File: src/rtl/pwm_deadtime_pkg.sv
// Shared constants and types for the complementary PWM dead-time inserter.
package pwm_deadtime_pkg;

  localparam int unsigned DtWidthDefault = 8;

  localparam logic [7:0] AddrCtrl   = 8'h00;
  localparam logic [7:0] AddrDtRise = 8'h04;
  localparam logic [7:0] AddrDtFall = 8'h08;
  localparam logic [7:0] AddrStatus = 8'h0C;

  typedef enum logic [2:0] {
    StOff,
    StLsOn,
    StDtToHs,
    StHsOn,
    StDtToLs
  } ch_state_e;

endpackage

File: src/rtl/pwm_deadtime_channel.sv
// One complementary output pair: break-before-make FSM with a dead-time countdown.
module pwm_deadtime_channel
  import pwm_deadtime_pkg::*;
#(
  parameter int unsigned DT_WIDTH = DtWidthDefault
) (
  input  logic                clk_i,
  input  logic                rst_i,
  input  logic                active_i,
  input  logic                pwm_i,
  input  logic [DT_WIDTH-1:0] dt_rise_i,
  input  logic [DT_WIDTH-1:0] dt_fall_i,
  output logic                hs_o,
  output logic                ls_o
);

  ch_state_e           state_q, state_d;
  logic [DT_WIDTH-1:0] cnt_q, cnt_d;

  always_ff @(posedge clk_i or posedge rst_i) begin
    if (rst_i) begin
      state_q <= StOff;
      cnt_q   <= '0;
    end else begin
      state_q <= state_d;
      cnt_q   <= cnt_d;
    end
  end

  always_comb begin
    state_d = state_q;
    cnt_d   = cnt_q;
    if (!active_i) begin
      state_d = StOff;
      cnt_d   = '0;
    end else begin
      unique case (state_q)
        StOff, StLsOn, StHsOn: begin
          // A zero dead time skips the DT state entirely.
          if (pwm_i && state_q != StHsOn) begin
            state_d = (dt_rise_i == '0) ? StHsOn : StDtToHs;
            cnt_d   = dt_rise_i;
          end else if (!pwm_i && state_q != StLsOn) begin
            state_d = (dt_fall_i == '0) ? StLsOn : StDtToLs;
            cnt_d   = dt_fall_i;
          end
        end
        StDtToHs: begin
          if (!pwm_i) begin
            state_d = StLsOn;
            cnt_d   = '0;
          end else if (cnt_q <= DT_WIDTH'(1)) begin
            state_d = StHsOn;
            cnt_d   = '0;
          end else begin
            cnt_d = cnt_q - DT_WIDTH'(1);
          end
        end
        StDtToLs: begin
          if (pwm_i) begin
            state_d = StHsOn;
            cnt_d   = '0;
          end else if (cnt_q <= DT_WIDTH'(1)) begin
            state_d = StLsOn;
            cnt_d   = '0;
          end else begin
            cnt_d = cnt_q - DT_WIDTH'(1);
          end
        end
        default: begin
          state_d = StOff;
          cnt_d   = '0;
        end
      endcase
    end
  end

  // Gating by active_i kills the drive in the same cycle a fault or disable arrives.
  always_comb begin
    hs_o = 1'b0;
    ls_o = 1'b0;
    if (active_i) begin
      hs_o = (state_q == StHsOn);
      ls_o = (state_q == StLsOn);
    end
  end

endmodule

File: src/rtl/pwm_deadtime.sv
// Dead-time inserter: CSR block, fault latch and one channel FSM per output pair.
module pwm_deadtime
  import pwm_deadtime_pkg::*;
#(
  parameter int unsigned NUM_CHANNELS = 4,
  parameter int unsigned DT_WIDTH     = DtWidthDefault
) (
  input  logic                    clk_i,
  input  logic                    rst_i,
  input  logic [7:0]              csr_addr_i,
  input  logic                    csr_we_i,
  input  logic [31:0]             csr_wdata_i,
  output logic [31:0]             csr_rdata_o,
  input  logic [NUM_CHANNELS-1:0] pwm_i,
  input  logic [NUM_CHANNELS-1:0] pwm_en_i,
  input  logic                    fault_i,
  output logic [NUM_CHANNELS-1:0] hs_o,
  output logic [NUM_CHANNELS-1:0] ls_o,
  output logic [NUM_CHANNELS-1:0] oe_o
);

  logic                    ctrl_en_q, ctrl_en_d;
  logic [DT_WIDTH-1:0]     dt_rise_q, dt_rise_d;
  logic [DT_WIDTH-1:0]     dt_fall_q, dt_fall_d;
  logic                    fault_q, fault_d;
  logic [NUM_CHANNELS-1:0] pwm_q;
  logic [NUM_CHANNELS-1:0] active;
  logic                    wr_ctrl;
  logic                    unused_wdata;

  assign unused_wdata = ^csr_wdata_i;
  assign wr_ctrl      = csr_we_i && (csr_addr_i == AddrCtrl);

  always_comb begin
    ctrl_en_d = wr_ctrl ? csr_wdata_i[0] : ctrl_en_q;
    dt_rise_d = (csr_we_i && csr_addr_i == AddrDtRise) ? csr_wdata_i[DT_WIDTH-1:0] : dt_rise_q;
    dt_fall_d = (csr_we_i && csr_addr_i == AddrDtFall) ? csr_wdata_i[DT_WIDTH-1:0] : dt_fall_q;
    // A live fault always wins over a clear request.
    fault_d   = fault_q;
    if (fault_i) begin
      fault_d = 1'b1;
    end else if (wr_ctrl && csr_wdata_i[1]) begin
      fault_d = 1'b0;
    end
  end

  always_ff @(posedge clk_i or posedge rst_i) begin
    if (rst_i) begin
      ctrl_en_q <= 1'b0;
      dt_rise_q <= '0;
      dt_fall_q <= '0;
      fault_q   <= 1'b0;
      pwm_q     <= '0;
    end else begin
      ctrl_en_q <= ctrl_en_d;
      dt_rise_q <= dt_rise_d;
      dt_fall_q <= dt_fall_d;
      fault_q   <= fault_d;
      pwm_q     <= pwm_i;
    end
  end

  assign active = {NUM_CHANNELS{ctrl_en_q & ~fault_q & ~fault_i}} & pwm_en_i;
  assign oe_o   = {NUM_CHANNELS{ctrl_en_q}} & pwm_en_i;

  for (genvar k = 0; k < NUM_CHANNELS; k++) begin : g_ch
    pwm_deadtime_channel #(
      .DT_WIDTH (DT_WIDTH)
    ) u_ch (
      .clk_i     (clk_i),
      .rst_i     (rst_i),
      .active_i  (active[k]),
      .pwm_i     (pwm_q[k]),
      .dt_rise_i (dt_rise_q),
      .dt_fall_i (dt_fall_q),
      .hs_o      (hs_o[k]),
      .ls_o      (ls_o[k])
    );
  end

  always_comb begin
    csr_rdata_o = '0;
    case (csr_addr_i)
      AddrCtrl:   csr_rdata_o[0] = ctrl_en_q;
      AddrDtRise: csr_rdata_o[DT_WIDTH-1:0] = dt_rise_q;
      AddrDtFall: csr_rdata_o[DT_WIDTH-1:0] = dt_fall_q;
      AddrStatus: begin
        csr_rdata_o[0]                 = fault_q;
        csr_rdata_o[8 +: NUM_CHANNELS]  = hs_o;
        csr_rdata_o[16 +: NUM_CHANNELS] = ls_o;
      end
      default: ;
    endcase
  end

endmodule
File: config.mk
export PLATFORM = sky130hd
export DESIGN_NAME = pwm_deadtime
export DESIGN_NICKNAME = d
export VERILOG_FILES = /design/src/rtl/pwm_deadtime_pkg.sv /design/src/rtl/pwm_deadtime_channel.sv /design/src/rtl/pwm_deadtime.sv
export SDC_FILE = /design/constraint.sdc
export NUM_CORES = 1
export LEC_CHECK = 0
export CORE_ASPECT_RATIO = 1.5
export CORE_MARGIN = 2
export CORE_UTILIZATION = 50
export CTS_CLUSTER_SIZE = 10
export DETAILED_ROUTE_END_ITERATION = 16
export GPL_ROUTABILITY_DRIVEN = 0
export PLACE_DENSITY = 0.85
export SLEW_MARGIN = 20
export SYNTH_ARGS = -nofsm -noshare
export SYNTH_HDL_FRONTEND = slang
export SYNTH_SLANG_ARGS = --single-unit
File: constraint.sdc
create_clock -name clk_i -period 4 [get_ports clk_i]
set_input_delay 0.6 -clock clk_i [delete_from_list [all_inputs] [get_ports clk_i]]
set_output_delay 0.6 -clock clk_i [all_outputs]
set_load 0.01 [all_outputs]
==> qor.yml, run 1 <==
status: "complete, no violations"
final_util_pct: 59.8
route.detailed.drc: 0
worst-path-buf-inv: 2
die_area_sq_um: 10400
cp_common_cell: "clkdlybuf4s50_1"
hold_violations: 0
yosys.area.top_type: "dfrtp_1"
grt-ovfl-total: 0
regArea_sq_um: 1650
yosysWarnings: 0
p_per_area_nw_per_um2: 290
ir_worst_vdd_mv: 0.287
arrival_ns: 2.86
layout_setup_ws_ns: 0.543
ys_top_cells_by_area: "dfrtp_1 34%, mux2i_1 5.8%, mux2_2 4.2%"
max_freq_mhz: 289
synth-edff-count: 0
insertion_delay_ns: 0.34
slew-limit-headroom_pct: 46.8
wire_per_inst_microns: 19.1
ys_types: 69
period_share_pct: 86.4
cts_max_path_buffers: 2
fp-row-count: 43
antennaDiodeCount: 0
cp_slowest_cell: "clkdlybuf4s50_1"
rsz0062_at_grt: "no"
grt_antenna_before_repair: 0
reg2reg_from: "g_ch[2].u_ch.cnt_q[0]"
startpoint_type: "input port"
worstHoldStart: "g_ch[0].u_ch.cnt_q[5]"
async_flop_share_pct: 100
coreArea_sq_um: 9310
cts_sinks: 66
grt_pass1_wl_mm: 21.1
skew_ns: 0.00714
die_w_microns: 84.1
die_height_microns: 124
grt_max_degree: 36
tritoncts: "yes"
first_iter_violations: 371
fin_crit_ns: 3.46
r2r-end: "g_ch[2].u_ch.cnt_q[5]"
viasPerCell: 6.56
vias: 4526
start_util_pct: 51.7
nets: 633
path_cells: "clkdlybuf4s50_1 > nor2_1 > and3_1 > nand3_1 > nor3_1 > clkdlybuf4s50_1"
postCtsSetupBuffers: 0
setup_viol: 0
yosysTopAreaCellShare_pct: 34.3
cp_top_family: "simple AND/OR/NAND/NOR gates"
path_clk_slew_ns: 0.05
hp-class: "flop to flop"
ctsResizeCount: 0
required_ns: 3.40
r2r_slack_ns: 1.77
setup_tns_ns: 0
portBuffers: 55
holdPathEnd: "g_ch[0].u_ch.cnt_q[5]"
crit_path_max_incr_delay_ns: 0.61
cellLeakagePower_nw: 2.41
final_max_slew_viol_count: 0
synth_flop_cell: "dfrtp_1"
dp_slack_ns: 0.631
worstSetupEndpointType: "output port"
wirelength_mm: 13.1
synth_cells: 540
crit_path_start: "csr_addr_i[4]"
worstMarginPinSlew_ns: 0.797
cp_max_fo: 8
r2r_cells: 7
syn_area_per_cell_sq_um: 8.91
numCtsBuffers: 9
multi_input_area_sq_um: 2840
ant_nets: 0
cts_root_buf: "clkbuf_16"
firstDrtPassIters: 5
track_usage_pct: 25.8
drive_gt1_share_pct: 9.17
synth_area_sq_um: 4810
ys_ff_latch: 66
grt_pass1_vias: 4404
synth_seq_area_share_pct: 34.3
hold_depth: 2
dpl.hpwl_mm: 9.55
syn2layout_area_growth_pct: 15.6
crit_type: "input port to output port"
cap_violations: 0
cts_hold_buf: 0
h-tree-depth: 3
io_pins: 96
nFillCells: 795
## cells by family after synthesis
group | share of synthesized area [%]
buffers and inverters | 7.80
and+or+nand+nor | 22.3
adders and majority gates | 2.08
xor gates and xnor gates | 1.64
DFF | 34.3
AOI/OAI and AO/OA | 21.3
other | 0.0779
muxes | 10.5
## cell usage in the layout (no fill, tap or decap), types with 4 or more instances in the layout
master	synthesis	final
nor2b_1	9	9
inv_1	21	20
nand2_1	28	28
mux2_2	18	18
clkbuf_16	0	9
mux2i_1	28	28
o22a_1	5	5
clkdlybuf4s50_1	0	55
and3_1	11	11
nor3_1	21	21
nor4_1	11	11
a21oi_1	21	21
o21ai_0	21	21
or2_2	4	4
ha_1	8	8
a21o_1	6	6
or3_1	4	4
a211o_1	5	5
dfrtp_1	66	66
xnor2_1	6	6
a22oi_1	13	13
o22ai_1	15	15
nor2_1	50	50
and2_1	8	8
a31oi_1	5	5
or4_1	5	5
nor3b_1	4	4
o211ai_1	4	4
o21ai_1	8	8
conb_1	1	16
a22o_1	11	11
nand3_1	12	12
## report_power, final
part           internal, W  switching, W  leakage (nW)
clock network     0.000468      0.000279         0.143
registers         0.000678     0.0000323         0.905
logic            0.0000727     0.0000835          1.37
## state kept, by name, indices dropped and copies added, names as in the netlist
| name | flops |
|---|---|
| g_ch.u_ch.state_q | 12 |
| g_ch.u_ch.cnt_q | 32 |
| dt_fall_q | 8 |
| dt_rise_q | 8 |
| fault_q | 1 |
| ctrl_en_q | 1 |
| pwm_q | 4 |
## cells in the mapped netlist (all sizes together) (8+ instances only)
master,count
mux2i,28
o22ai,15
buf,35
mux2,18
o21ai,31
and2,8
nor4,13
clkbuf,15
a22o,11
inv,21
nor2b,9
and3,11
a21oi,21
nand2,28
dfrtp,66
nor3,21
ha,8
a22oi,13
nand3,12
nor2,50
## per-layer routing
metal  routed length, microns  up-vias  track usage [%]
li1                         -     2039                -
met1                     4720     2157             29.4
met2                     6580      268             44.6
met3                     1160       62             5.17
met4                      685        0             15.6
met5                        0        -                0
## how the worst max path moves through the flow
| stage | depth (start not counted) | slack, ns | endpoint |
|---|---|---|---|
| floorplan | 1 | 1.75 | ctrl_en_q |
| detailed placement | 6 | 0.63 | csr_rdata_o[9] |
| global route | 5 | 0.52 | csr_rdata_o[10] |
| global placement | 6 | 0.70 | csr_rdata_o[18] |
| finish | 6 | 0.54 | csr_rdata_o[9] |
| CTS | 6 | 0.61 | csr_rdata_o[9] |
## final cells by class
type                    instances  share of cell area (%)
clock buffers                  14                    4.93
clock inverters                 2                   0.180
inverters                      21                    1.42
multi-input cells             418                    51.1
flip-flops and latches         66                    29.7
well taps                     112                    2.52
repair buffers                 57                    10.2
## stage by stage
step                hold slack (ns)  power [W]  cell area [sq um]  cells
finish                        0.540    0.00161               5560    690
global route                  0.559    0.00167               5560    690
CTS                           0.538    0.00162               5560    690
detailed placement            0.526   0.000873               5280    674
global placement              0.512   0.000868               5280    674
floorplan                     0.488   0.000817               4870    555
## worst min-delay path: stages, from the launching register on
cell     delay [ns]
dfrtp_1        0.38
inv_1          0.05
o21ai_0        0.07
(Power assumes the default switching activity.)
==> run 2: changes to the inputs <==
--- a/config.mk
+++ b/config.mk
@@ -8,10 +8,13 @@
 export CORE_ASPECT_RATIO = 1.5
 export CORE_MARGIN = 2
 export CORE_UTILIZATION = 50
+export CTS_CLUSTER_DIAMETER = 40
 export CTS_CLUSTER_SIZE = 10
 export DETAILED_ROUTE_END_ITERATION = 16
 export GPL_ROUTABILITY_DRIVEN = 0
 export PLACE_DENSITY = 0.85
+export RECOVER_POWER = 100
+export SETUP_SLACK_MARGIN = 0.2
 export SLEW_MARGIN = 20
 export SYNTH_ARGS = -nofsm -noshare
 export SYNTH_HDL_FRONTEND = slang
==> run 2 against run 1 <==
Compared with the run above: via count is 0.88% higher; combinational power hardly changed; maximum frequency is 4.6% lower; worst setup slack worse by 0.17 ns; critical path depth stayed put; clock-buffer cell count stayed put.
==> qor.yml, run 2 (synthesized netlist as in run 1, its figures left out) <==
wire_per_inst_microns: 19.1
hold_ws_ns: 0.539
grt_antenna_before_repair: 0
layout_commonest_cell: "dfrtp_1"
top_register: "g_ch.u_ch.cnt_q"
firstDrtPassIters: 6
cts_root_buf: "clkbuf_16"
coreArea_sq_um: 9310
status: "complete, no violations"
hold_depth: 2
ir_worst_vdd_mv: 0.287
insertion_delay_ns: 0.34
drive_gt1_share_pct: 8.48
tritoncts: "yes"
vias: 4566
r2r_cells: 7
cap_violations: 0
required_ns: 3.40
grt_pass1_vias: 4404
grt_max_degree: 36
wirelength_mm: 13.2
start_util_pct: 51.7
grt_pass1_wl_mm: 21.1
hp-class: "flop to flop"
die_area_sq_um: 10400
worstSetupEndpointType: "output port"
die_w_microns: 84.1
die_height_microns: 124
worstMarginPinSlew_ns: 1.42
skew_ns: 0.00681
ant_nets: 0
viasPerCell: 6.62
rsz0062_at_grt: "no"
arrival_ns: 3.02
first_iter_violations: 296
cts_max_path_buffers: 2
layout_setup_ws_ns: 0.375
startpoint_type: "input port"
max_freq_mhz: 276
cts_hold_buf: 0
largest_register_ffs: 32
crit_type: "input port to output port"
track_usage_pct: 25.8
grt-ovfl-total: 0
cp_max_fo: 8
fin_crit_ns: 3.62
syn2layout_area_growth_pct: 15.4
p_per_area_nw_per_um2: 290
antennaDiodeCount: 0
layout_common_cells: "66 x dfrtp_1, 50 x nor2_1, 36 x dlygate4sd3_1"
final_cell_count_no_fill: 690
dp_slack_ns: 0.631
numCtsBuffers: 9
ctsResizeCount: 0
nets: 633
fp-row-count: 43
slew-limit-headroom_pct: 5.12
dpl.cell_count: 674
period_share_pct: 90.6
path_clk_slew_ns: 0.05
h-tree-depth: 3
cellLeakagePower_nw: 2.52
portBuffers: 55
dpl.hpwl_mm: 9.55
io_pins: 96
reg_top3: "g_ch.u_ch.cnt_q (32), g_ch.u_ch.state_q (12)"
postCtsSetupBuffers: 0
hold_violations: 0
setup_tns_ns: 0
setup_viol: 0
route.detailed.drc: 0
total_power_w: 0.00161
cts_sinks: 66
final_max_slew_viol_count: 0
run 2: worst max-delay path: stages:
cell and delay (ns):
dlygate4sd3_1 0.60, nor2_1 0.14, and3_1 0.28, nand3_1 0.43, nor3_1 0.29, dlygate4sd3_1 0.67
run 2: per-layer routing:
layer	vias to the layer above	GRT usage (%)	part of all wire, %
met4	0	15.6	5.4
met5	-	0	0
met3	59	5.17	8.3
met1	2173	29.4	37
li1	2053	-	-
met2	281	44.6	50
run 2: final cells by class:
cell class | instances | area (sq um)
timing repair buffer | 57 | 559
clock inverter | 2 | 10.0
fill | 798 | 3750
sequential | 66 | 1650
multi-input combinational | 418 | 2840
clock buffer | 14 | 274
tap | 112 | 140
inverter | 21 | 78.8
run 2: path summary, 6_finish.rpt:
path	start	to	slack, ns
max in group asynchronous	rst_i	dt_rise_q[5]	1.42
min in group asynchronous	rst_i	g_ch[0].u_ch.state_q[1]	1.12
hold reg to reg	g_ch[0].u_ch.cnt_q[5]	g_ch[0].u_ch.cnt_q[5]	0.54
hold / removal	g_ch[0].u_ch.cnt_q[5]	g_ch[0].u_ch.cnt_q[5]	0.54
setup / recovery	csr_addr_i[4]	csr_rdata_o[9]	0.38
setup reg to reg	g_ch[2].u_ch.cnt_q[0]	g_ch[2].u_ch.cnt_q[5]	1.77
run 2: stage by stage:
step / util [%] / instance area [sq um]
5_1_grt: 59.7 / 5560
4_1_cts: 59.8 / 5560
3_3_place_gp: 56.7 / 5280
6_report: 59.7 / 5560
2_1_floorplan: - / 4870
3_5_place_dp: 56.7 / 5280
run 2: power breakdown:
group | internal [W] | leakage [nW] | switching [W]
Clock | 0.000468 | 0.143 | 0.000279
Sequential | 0.000678 | 0.905 | 0.0000320
Combinational | 0.0000703 | 1.47 | 0.0000838
Total | 0.00122 | 2.52 | 0.000395
